## src/rtl/skew_buf_pkg.sv

```systemverilog
// Shared types for the double-buffered skewed operand buffer.
// Bank/stream state encodings and the per-matrix stream length.
package skew_buf_pkg;

   typedef enum logic [1:0] {
      EMPTY,
      FULL,
      STREAMING
   } bank_state_t;

   typedef enum logic {
      IDLE,
      RUN
   } stream_state_t;

   function automatic int STREAM_LEN(input int dim);
      return 2 * dim - 1;
   endfunction

endpackage

```

## src/rtl/skew_bank.sv

```systemverilog
// One DIM x DIM operand bank: row write port, written-row mask,
// stored stream mode and a combinational skewed read at step t.
module skew_bank
   import skew_buf_pkg::*;
#(
   parameter int BITS_AB = 8,
   parameter int DIM     = 8,
   parameter int RW      = $clog2(DIM),
   parameter int TW      = $clog2(STREAM_LEN(DIM))
) (
   input  logic                      clk,
   input  logic                      rst_n,
   input  logic                      wr_en,
   input  logic [RW-1:0]             wr_row,
   input  logic signed [BITS_AB-1:0] wr_data [DIM],
   input  logic                      commit,
   input  logic                      mode_col,
   input  logic                      clear,
   input  logic [TW-1:0]             t,
   output logic signed [BITS_AB-1:0] rd_data [DIM]
);

   logic signed [BITS_AB-1:0] mem [DIM][DIM];
   logic [DIM-1:0]            written;
   logic                      col;

   always_ff @(posedge clk) begin
      if (wr_en) begin
         mem[wr_row] <= wr_data;
      end
   end

   // Unwritten rows are masked on read, so storage needs no reset.
   always_ff @(posedge clk or negedge rst_n) begin
      if (!rst_n) begin
         written <= '0;
         col     <= 1'b0;
      end else begin
         if (clear) begin
            written <= '0;
         end else if (wr_en) begin
            written[wr_row] <= 1'b1;
         end
         if (commit) begin
            col <= mode_col;
         end
      end
   end

   for (genvar i = 0; i < DIM; i++) begin : g_lane
      logic [TW-1:0]             k;
      logic                      in_win;
      logic signed [BITS_AB-1:0] v;

      always_comb begin
         k      = t - TW'(i);
         in_win = (t >= TW'(i)) && (k < TW'(DIM));
         v      = '0;
         if (in_win) begin
            if (col) begin
               if (written[RW'(k)]) begin
                  v = mem[RW'(k)][i];
               end
            end else if (written[i]) begin
               v = mem[i][RW'(k)];
            end
         end
      end

      assign rd_data[i] = v;
   end

endmodule

```

## src/rtl/skew_pingpong_buf.sv

```systemverilog
// Ping-pong skewed A-operand buffer: one bank loads while the
// other streams its wavefront, matrices run back-to-back.
module skew_pingpong_buf
   import skew_buf_pkg::*;
#(
   parameter int BITS_AB = 8,
   parameter int DIM     = 8
) (
   input  logic                      clk,
   input  logic                      rst_n,
   input  logic                      wr_en,
   input  logic [$clog2(DIM)-1:0]    wr_row,
   input  logic signed [BITS_AB-1:0] wr_data [DIM],
   input  logic                      wr_commit,
   input  logic                      wr_mode_col,
   output logic                      ld_ready,
   input  logic                      out_en,
   output logic                      out_valid,
   output logic                      out_first,
   output logic                      out_last,
   output logic signed [BITS_AB-1:0] out_data [DIM],
   output logic                      wr_err
);

   localparam int RW = $clog2(DIM);
   localparam int TW = $clog2(STREAM_LEN(DIM));
   localparam logic [TW-1:0] T_LAST = TW'(STREAM_LEN(DIM) - 1);

   bank_state_t   bank_st   [2];
   bank_state_t   bank_st_n [2];
   stream_state_t st, st_n;

   logic          wbank, wbank_n;
   logic          rbank, rbank_n;
   logic [TW-1:0] t, t_n;

   logic wr_ok, cm_ok, emit;
   logic [1:0] clr;
   logic valid_n, first_n, last_n, err_n;

   logic signed [BITS_AB-1:0] rd0    [DIM];
   logic signed [BITS_AB-1:0] rd1    [DIM];
   logic signed [BITS_AB-1:0] sel    [DIM];
   logic signed [BITS_AB-1:0] data_n [DIM];

   assign ld_ready = (bank_st[wbank] == EMPTY);
   assign wr_ok    = wr_en & ld_ready;
   assign cm_ok    = wr_commit & ld_ready;

   skew_bank #(
      .BITS_AB (BITS_AB),
      .DIM     (DIM),
      .RW      (RW),
      .TW      (TW)
   ) u_bank0 (
      .clk      (clk),
      .rst_n    (rst_n),
      .wr_en    (wr_ok & ~wbank),
      .wr_row   (wr_row),
      .wr_data  (wr_data),
      .commit   (cm_ok & ~wbank),
      .mode_col (wr_mode_col),
      .clear    (clr[0]),
      .t        (t),
      .rd_data  (rd0)
   );

   skew_bank #(
      .BITS_AB (BITS_AB),
      .DIM     (DIM),
      .RW      (RW),
      .TW      (TW)
   ) u_bank1 (
      .clk      (clk),
      .rst_n    (rst_n),
      .wr_en    (wr_ok & wbank),
      .wr_row   (wr_row),
      .wr_data  (wr_data),
      .commit   (cm_ok & wbank),
      .mode_col (wr_mode_col),
      .clear    (clr[1]),
      .t        (t),
      .rd_data  (rd1)
   );

   for (genvar i = 0; i < DIM; i++) begin : g_sel
      assign sel[i] = rbank ? rd1[i] : rd0[i];
   end

   // Commit only touches an EMPTY bank and streaming only a
   // FULL/STREAMING one, so the two updates never collide.
   always_comb begin
      st_n      = st;
      t_n       = t;
      wbank_n   = wbank;
      rbank_n   = rbank;
      bank_st_n = bank_st;
      valid_n   = 1'b0;
      first_n   = 1'b0;
      last_n    = 1'b0;
      data_n    = out_data;
      err_n     = wr_err;
      emit      = 1'b0;
      clr       = '0;

      if ((wr_en | wr_commit) & ~ld_ready) begin
         err_n = 1'b1;
      end

      if (cm_ok) begin
         bank_st_n[wbank] = FULL;
         wbank_n          = ~wbank;
      end

      if (out_en) begin
         unique case (st)
            IDLE: begin
               if (bank_st[rbank] == FULL) begin
                  emit             = 1'b1;
                  bank_st_n[rbank] = STREAMING;
                  st_n             = RUN;
               end
            end
            RUN: emit = 1'b1;
            default: ;
         endcase
      end

      // t is 0 whenever the FSM sits in IDLE.
      if (emit) begin
         data_n  = sel;
         valid_n = 1'b1;
         first_n = (t == '0);
         last_n  = (t == T_LAST);
         if (t == T_LAST) begin
            bank_st_n[rbank] = EMPTY;
            clr[rbank]       = 1'b1;
            rbank_n          = ~rbank;
            st_n             = IDLE;
            t_n              = '0;
         end else begin
            t_n = t + 1'b1;
         end
      end
   end

   always_ff @(posedge clk or negedge rst_n) begin
      if (!rst_n) begin
         bank_st   <= '{EMPTY, EMPTY};
         st        <= IDLE;
         wbank     <= 1'b0;
         rbank     <= 1'b0;
         t         <= '0;
         out_valid <= 1'b0;
         out_first <= 1'b0;
         out_last  <= 1'b0;
         out_data  <= '{default: '0};
         wr_err    <= 1'b0;
      end else begin
         bank_st   <= bank_st_n;
         st        <= st_n;
         wbank     <= wbank_n;
         rbank     <= rbank_n;
         t         <= t_n;
         out_valid <= valid_n;
         out_first <= first_n;
         out_last  <= last_n;
         out_data  <= data_n;
         wr_err    <= err_n;
      end
   end

endmodule

```

## config.mk

```make
export PLATFORM = sky130hd
export DESIGN_NAME = skew_pingpong_buf
export DESIGN_NICKNAME = d
export VERILOG_FILES = /design/src/rtl/skew_buf_pkg.sv /design/src/rtl/skew_bank.sv /design/src/rtl/skew_pingpong_buf.sv
export SDC_FILE = /design/constraint.sdc
export NUM_CORES = 2
export LEC_CHECK = 0
export CORE_MARGIN = 2
export CORE_UTILIZATION = 60
export DETAILED_ROUTE_END_ITERATION = 10
export DONT_BUFFER_PORTS = 1
export PLACE_DENSITY_LB_ADDON = 0.05
export SLEW_MARGIN = 20
export SYNTH_ARGS = -nofsm -noshare
export SYNTH_HDL_FRONTEND = slang
export SYNTH_SLANG_ARGS = --single-unit
export TNS_END_PERCENT = 1
```

## constraint.sdc

```tcl
create_clock -name clk -period 14.8 [get_ports clk]
set_input_delay 2.96 -clock clk [delete_from_list [all_inputs] [get_ports clk]]
set_output_delay 2.96 -clock clk [all_outputs]
set_load 0.02 [all_outputs]
```

==> impl_metrics.env <==
export IMPL_status="completed"
export IMPL_grt_usage_pct=38.5
export IMPL_syn_inst=2759
export IMPL_final_setup_tns_ns=0
export IMPL_placed_cells=3756
export IMPL_clock_fmax_mhz=182
export IMPL_ant_nets=0
export IMPL_period_minus_slack_ns=5.49
export IMPL_ys_types=69
export IMPL_rsz0062_at_grt="no"
export IMPL_gp_congestion=0.961
export IMPL_rows=107
export IMPL_cts_max_level=3
export IMPL_ys_ff_latch=1121
export IMPL_relSlewSlack_pct=6.66
export IMPL_reg2regPathDepth=10
export IMPL_synth_seq_area_share_pct=64.2
export IMPL_power_density_mw_per_mm2=201
export IMPL_grt_max_degree=139
export IMPL_power_leakage_nw=18.0
export IMPL_synthesis_nets=2844
export IMPL_crit_path_max_incr_delay_ns=0.98
export IMPL_fin_area_mm2=0.0565
export IMPL_ir_worst_vdd_mv=0.174
export IMPL_path_clk_slew_ns=0.06
export IMPL_syn2layout_area_growth_pct=9.25
export IMPL_setup_viol=0
export IMPL_finalHoldViolCount=0
export IMPL_dpl_worst_slack_ns=8.88
export IMPL_r2r_slack_ns=9.31
export IMPL_clock_skew_ns=0.0251
export IMPL_synth_commonest_cells="edfxtp_1 (1024), mux4_2 (516), nor2_1 (194)"
export IMPL_ctsHoldBuffers=0
export IMPL_worst_ep_required_time_ns=15.31
export IMPL_fin_ws_ns=9.31
export IMPL_dieWidth_um=298
export IMPL_r2r_end="out_data[55]$_DFFE_PN0P_"
export IMPL_numCtsBuffers=111
export IMPL_final_nets=2812
export IMPL_die_height_um=298
export IMPL_cts_resized=0
export IMPL_yosysTopAreaCell="edfxtp_1"
export IMPL_synth_top_area_share_pct=59.5
export IMPL_portBuffers=0
export IMPL_drive_gt1_share_pct=29.1
export IMPL_holdWs_ns=0.551
export IMPL_critPathCaptureType="flip-flop"
export IMPL_dpl_cell_area_mm2=0.0527
export IMPL_crit_arrival_ns=6.00
export IMPL_r2r_start="t[1]$_DFFE_PN0P_"
export IMPL_min_to="bank_st[3]$_DFF_PN0_"
export IMPL_path_max_fanout=60
export IMPL_tightest_slew_ns=1.40
export IMPL_stdcell_count=3975
export IMPL_synth_edf_count=1024
export IMPL_initial_core_util_pct=60.6
export IMPL_cpMostUsedCell="buf_4"
export IMPL_overflow=0
export IMPL_drv_slew=0
export IMPL_hold_depth=1
export IMPL_crit_path_cell_trace="buf_4 -> inv_1 -> ha_4 -> buf_4 -> mux4_2 -> nor2_1 -> nor3_1 -> a221o_1 -> a22oi_1 -> o31ai_1"
export IMPL_worstSkewPairLatency_ns=0.70
export IMPL_grt_pass1_vias=30842
export IMPL_path_delay_family="buffers and inverters"
export IMPL_postSynth_asyncResetShare_pct=8.65
export IMPL_grt_pass1_wl_mm=236
export IMPL_ys_top_cells_by_area="edfxtp_1 (59%), mux4_2 (22%), dfrtp_1 (4.7%), mux2i_1 (1.5%), nor2_1 (1.4%)"
export IMPL_postCtsSetupBuffers=0
export IMPL_crit_buf_inv=3
export IMPL_vias=31278
export IMPL_max_cap_viol_count=0
export IMPL_antenna_found_initial=8
export IMPL_yosysWarnings=0
export IMPL_cp_slowest_cell="ha_4"
export IMPL_min_delay_start="bank_st[3]$_DFF_PN0_"
export IMPL_synth_avg_cell_area_um2=18.7
export IMPL_hold_path_class="reg2reg"
export IMPL_utilization_pct=66.2
export IMPL_fin_crit_sh_pct=37.1
export IMPL_wl_per_cell_um=42.5
export IMPL_cts_num_sinks=1121
export IMPL_fill_cells=5568
export IMPL_core_mm2=0.0853
export IMPL_place_hpwl_mm=106
export IMPL_synth_main_ff_cell="edfxtp_1"
export IMPL_cts_tree="built"
export IMPL_clk_path_buf_depth=3
export IMPL_netlist_area_mm2=0.0517
export IMPL_p_total_mw=11.4
export IMPL_ios=142
export IMPL_startpoint_type="flip-flop"
export IMPL_route_detailed_drc=0
export IMPL_critical_path_class="reg2reg"
export IMPL_die_area_mm2=0.0885
export IMPL_vias_per_cell=7.87
export IMPL_first_pass_iters=8
export IMPL_synth_most_common_cell="edfxtp_1"
export IMPL_cts_root_buffer="clkbuf_16"
export IMPL_drtIter0Drc=5176
export IMPL_drt_wl_total_mm=169
how the worst max path moves through the flow:
stage	from	end	slack [ns]	cells after the start
after global routing	t[1]$_DFFE_PN0P_	out_data[55]$_DFFE_PN0P_	9.06	10
after global placement	out_en	out_data[45]$_DFFE_PN0P_	8.85	7
after CTS	t[1]$_DFFE_PN0P_	out_data[55]$_DFFE_PN0P_	9.33	10
final	t[1]$_DFFE_PN0P_	out_data[55]$_DFFE_PN0P_	9.31	10
after floorplan	wr_en	u_bank1.mem[0][0]$_DFFE_PP_	6.60	3
after detailed placement	out_en	out_data[13]$_DFFE_PN0P_	8.88	7
final cells by class:
class                   count  area, um2  area share (%)
diodes                      9       22.5          0.0399
clock buffers             129       2910            5.15
clock inverters            79        764            1.35
inverters                   9       33.8          0.0598
multi-input cells        1420      17600            31.1
flip-flops and latches   1121      33200            58.8
well taps                1144       1430            2.53
repair buffers             64        563           0.997
power by group:
group          total [mW]  internal [mW]  switching (mW)
Combinational        4.67           1.94            2.73
Sequential           3.85           3.56           0.283
Clock                2.85           1.62            1.23
routing by layer:
layer | track usage (%) | share of wire [%]
met2 | 56.7 | 45
met5 | 0 | 0.14
met4 | 19.7 | 6.0
met1 | 50.2 | 33
met3 | 15.5 | 15
cells in the final DEF, fill, tap and decap left out, types with 10 or more instances in the layout:
| cell | Yosys | layout |
|---|---|---|
| edfxtp_1 | 1024 | 1024 |
| mux4_2 | 516 | 516 |
| nor2_1 | 194 | 179 |
| clkbuf_16 | 0 | 112 |
| dfrtp_1 | 97 | 94 |
| nand2_1 | 93 | 92 |
| nor3_1 | 92 | 88 |
| mux2i_1 | 75 | 75 |
| buf_4 | 23 | 58 |
| a221oi_1 | 47 | 47 |
| a22oi_1 | 42 | 42 |
| a221o_1 | 35 | 35 |
| nand3_1 | 30 | 30 |
| o31ai_1 | 28 | 28 |
| o21ai_0 | 23 | 23 |
| clkinv_1 | 0 | 23 |
| o22ai_1 | 21 | 21 |
| and3_1 | 24 | 20 |
| o21a_1 | 20 | 20 |
| clkinv_2 | 0 | 20 |
| a21o_1 | 19 | 19 |
| nand2b_1 | 20 | 16 |
| a21oi_1 | 16 | 16 |
| nor2_4 | 0 | 15 |
| a31oi_1 | 15 | 15 |
| o221ai_1 | 13 | 13 |
| clkbuf_1 | 53 | 13 |
| clkinvlp_4 | 0 | 13 |
| bufinv_16 | 0 | 12 |
| mux2_2 | 10 | 10 |
| ha_1 | 12 | 10 |
sequential cells by signal (all words and copies together) (netlist names):
signal	flops
bank_st	4
out_data	64
out_first	1
out_last	1
out_valid	1
rbank	1
st	1
t	4
u_bank0.col	1
u_bank0.mem	512
u_bank0.written	8
u_bank1.col	1
u_bank1.mem	512
u_bank1.written	8
wbank	1
wr_err	1
worst register-to-register path, cell delays in order, from the launching register on:
cell	delay, ns
dfrtp_4	0.82
buf_4	0.70
inv_1	0.43
ha_4	0.98
buf_4	0.96
mux4_2	0.61
nor2_1	0.17
nor3_1	0.07
a221o_1	0.32
a22oi_1	0.15
o31ai_1	0.11
kinds of logic after synthesis:
group | Yosys count | share of synthesized area, %
flops | 1121 | 64.2
mux | 601 | 24.1
simple gates | 490 | 4.30
compound gates | 310 | 4.62
buf+inv | 218 | 2.35
fa+ha+maj | 12 | 0.290
xor+xnor | 7 | 0.119
Note: power is estimated with default switching activity, not from simulation.
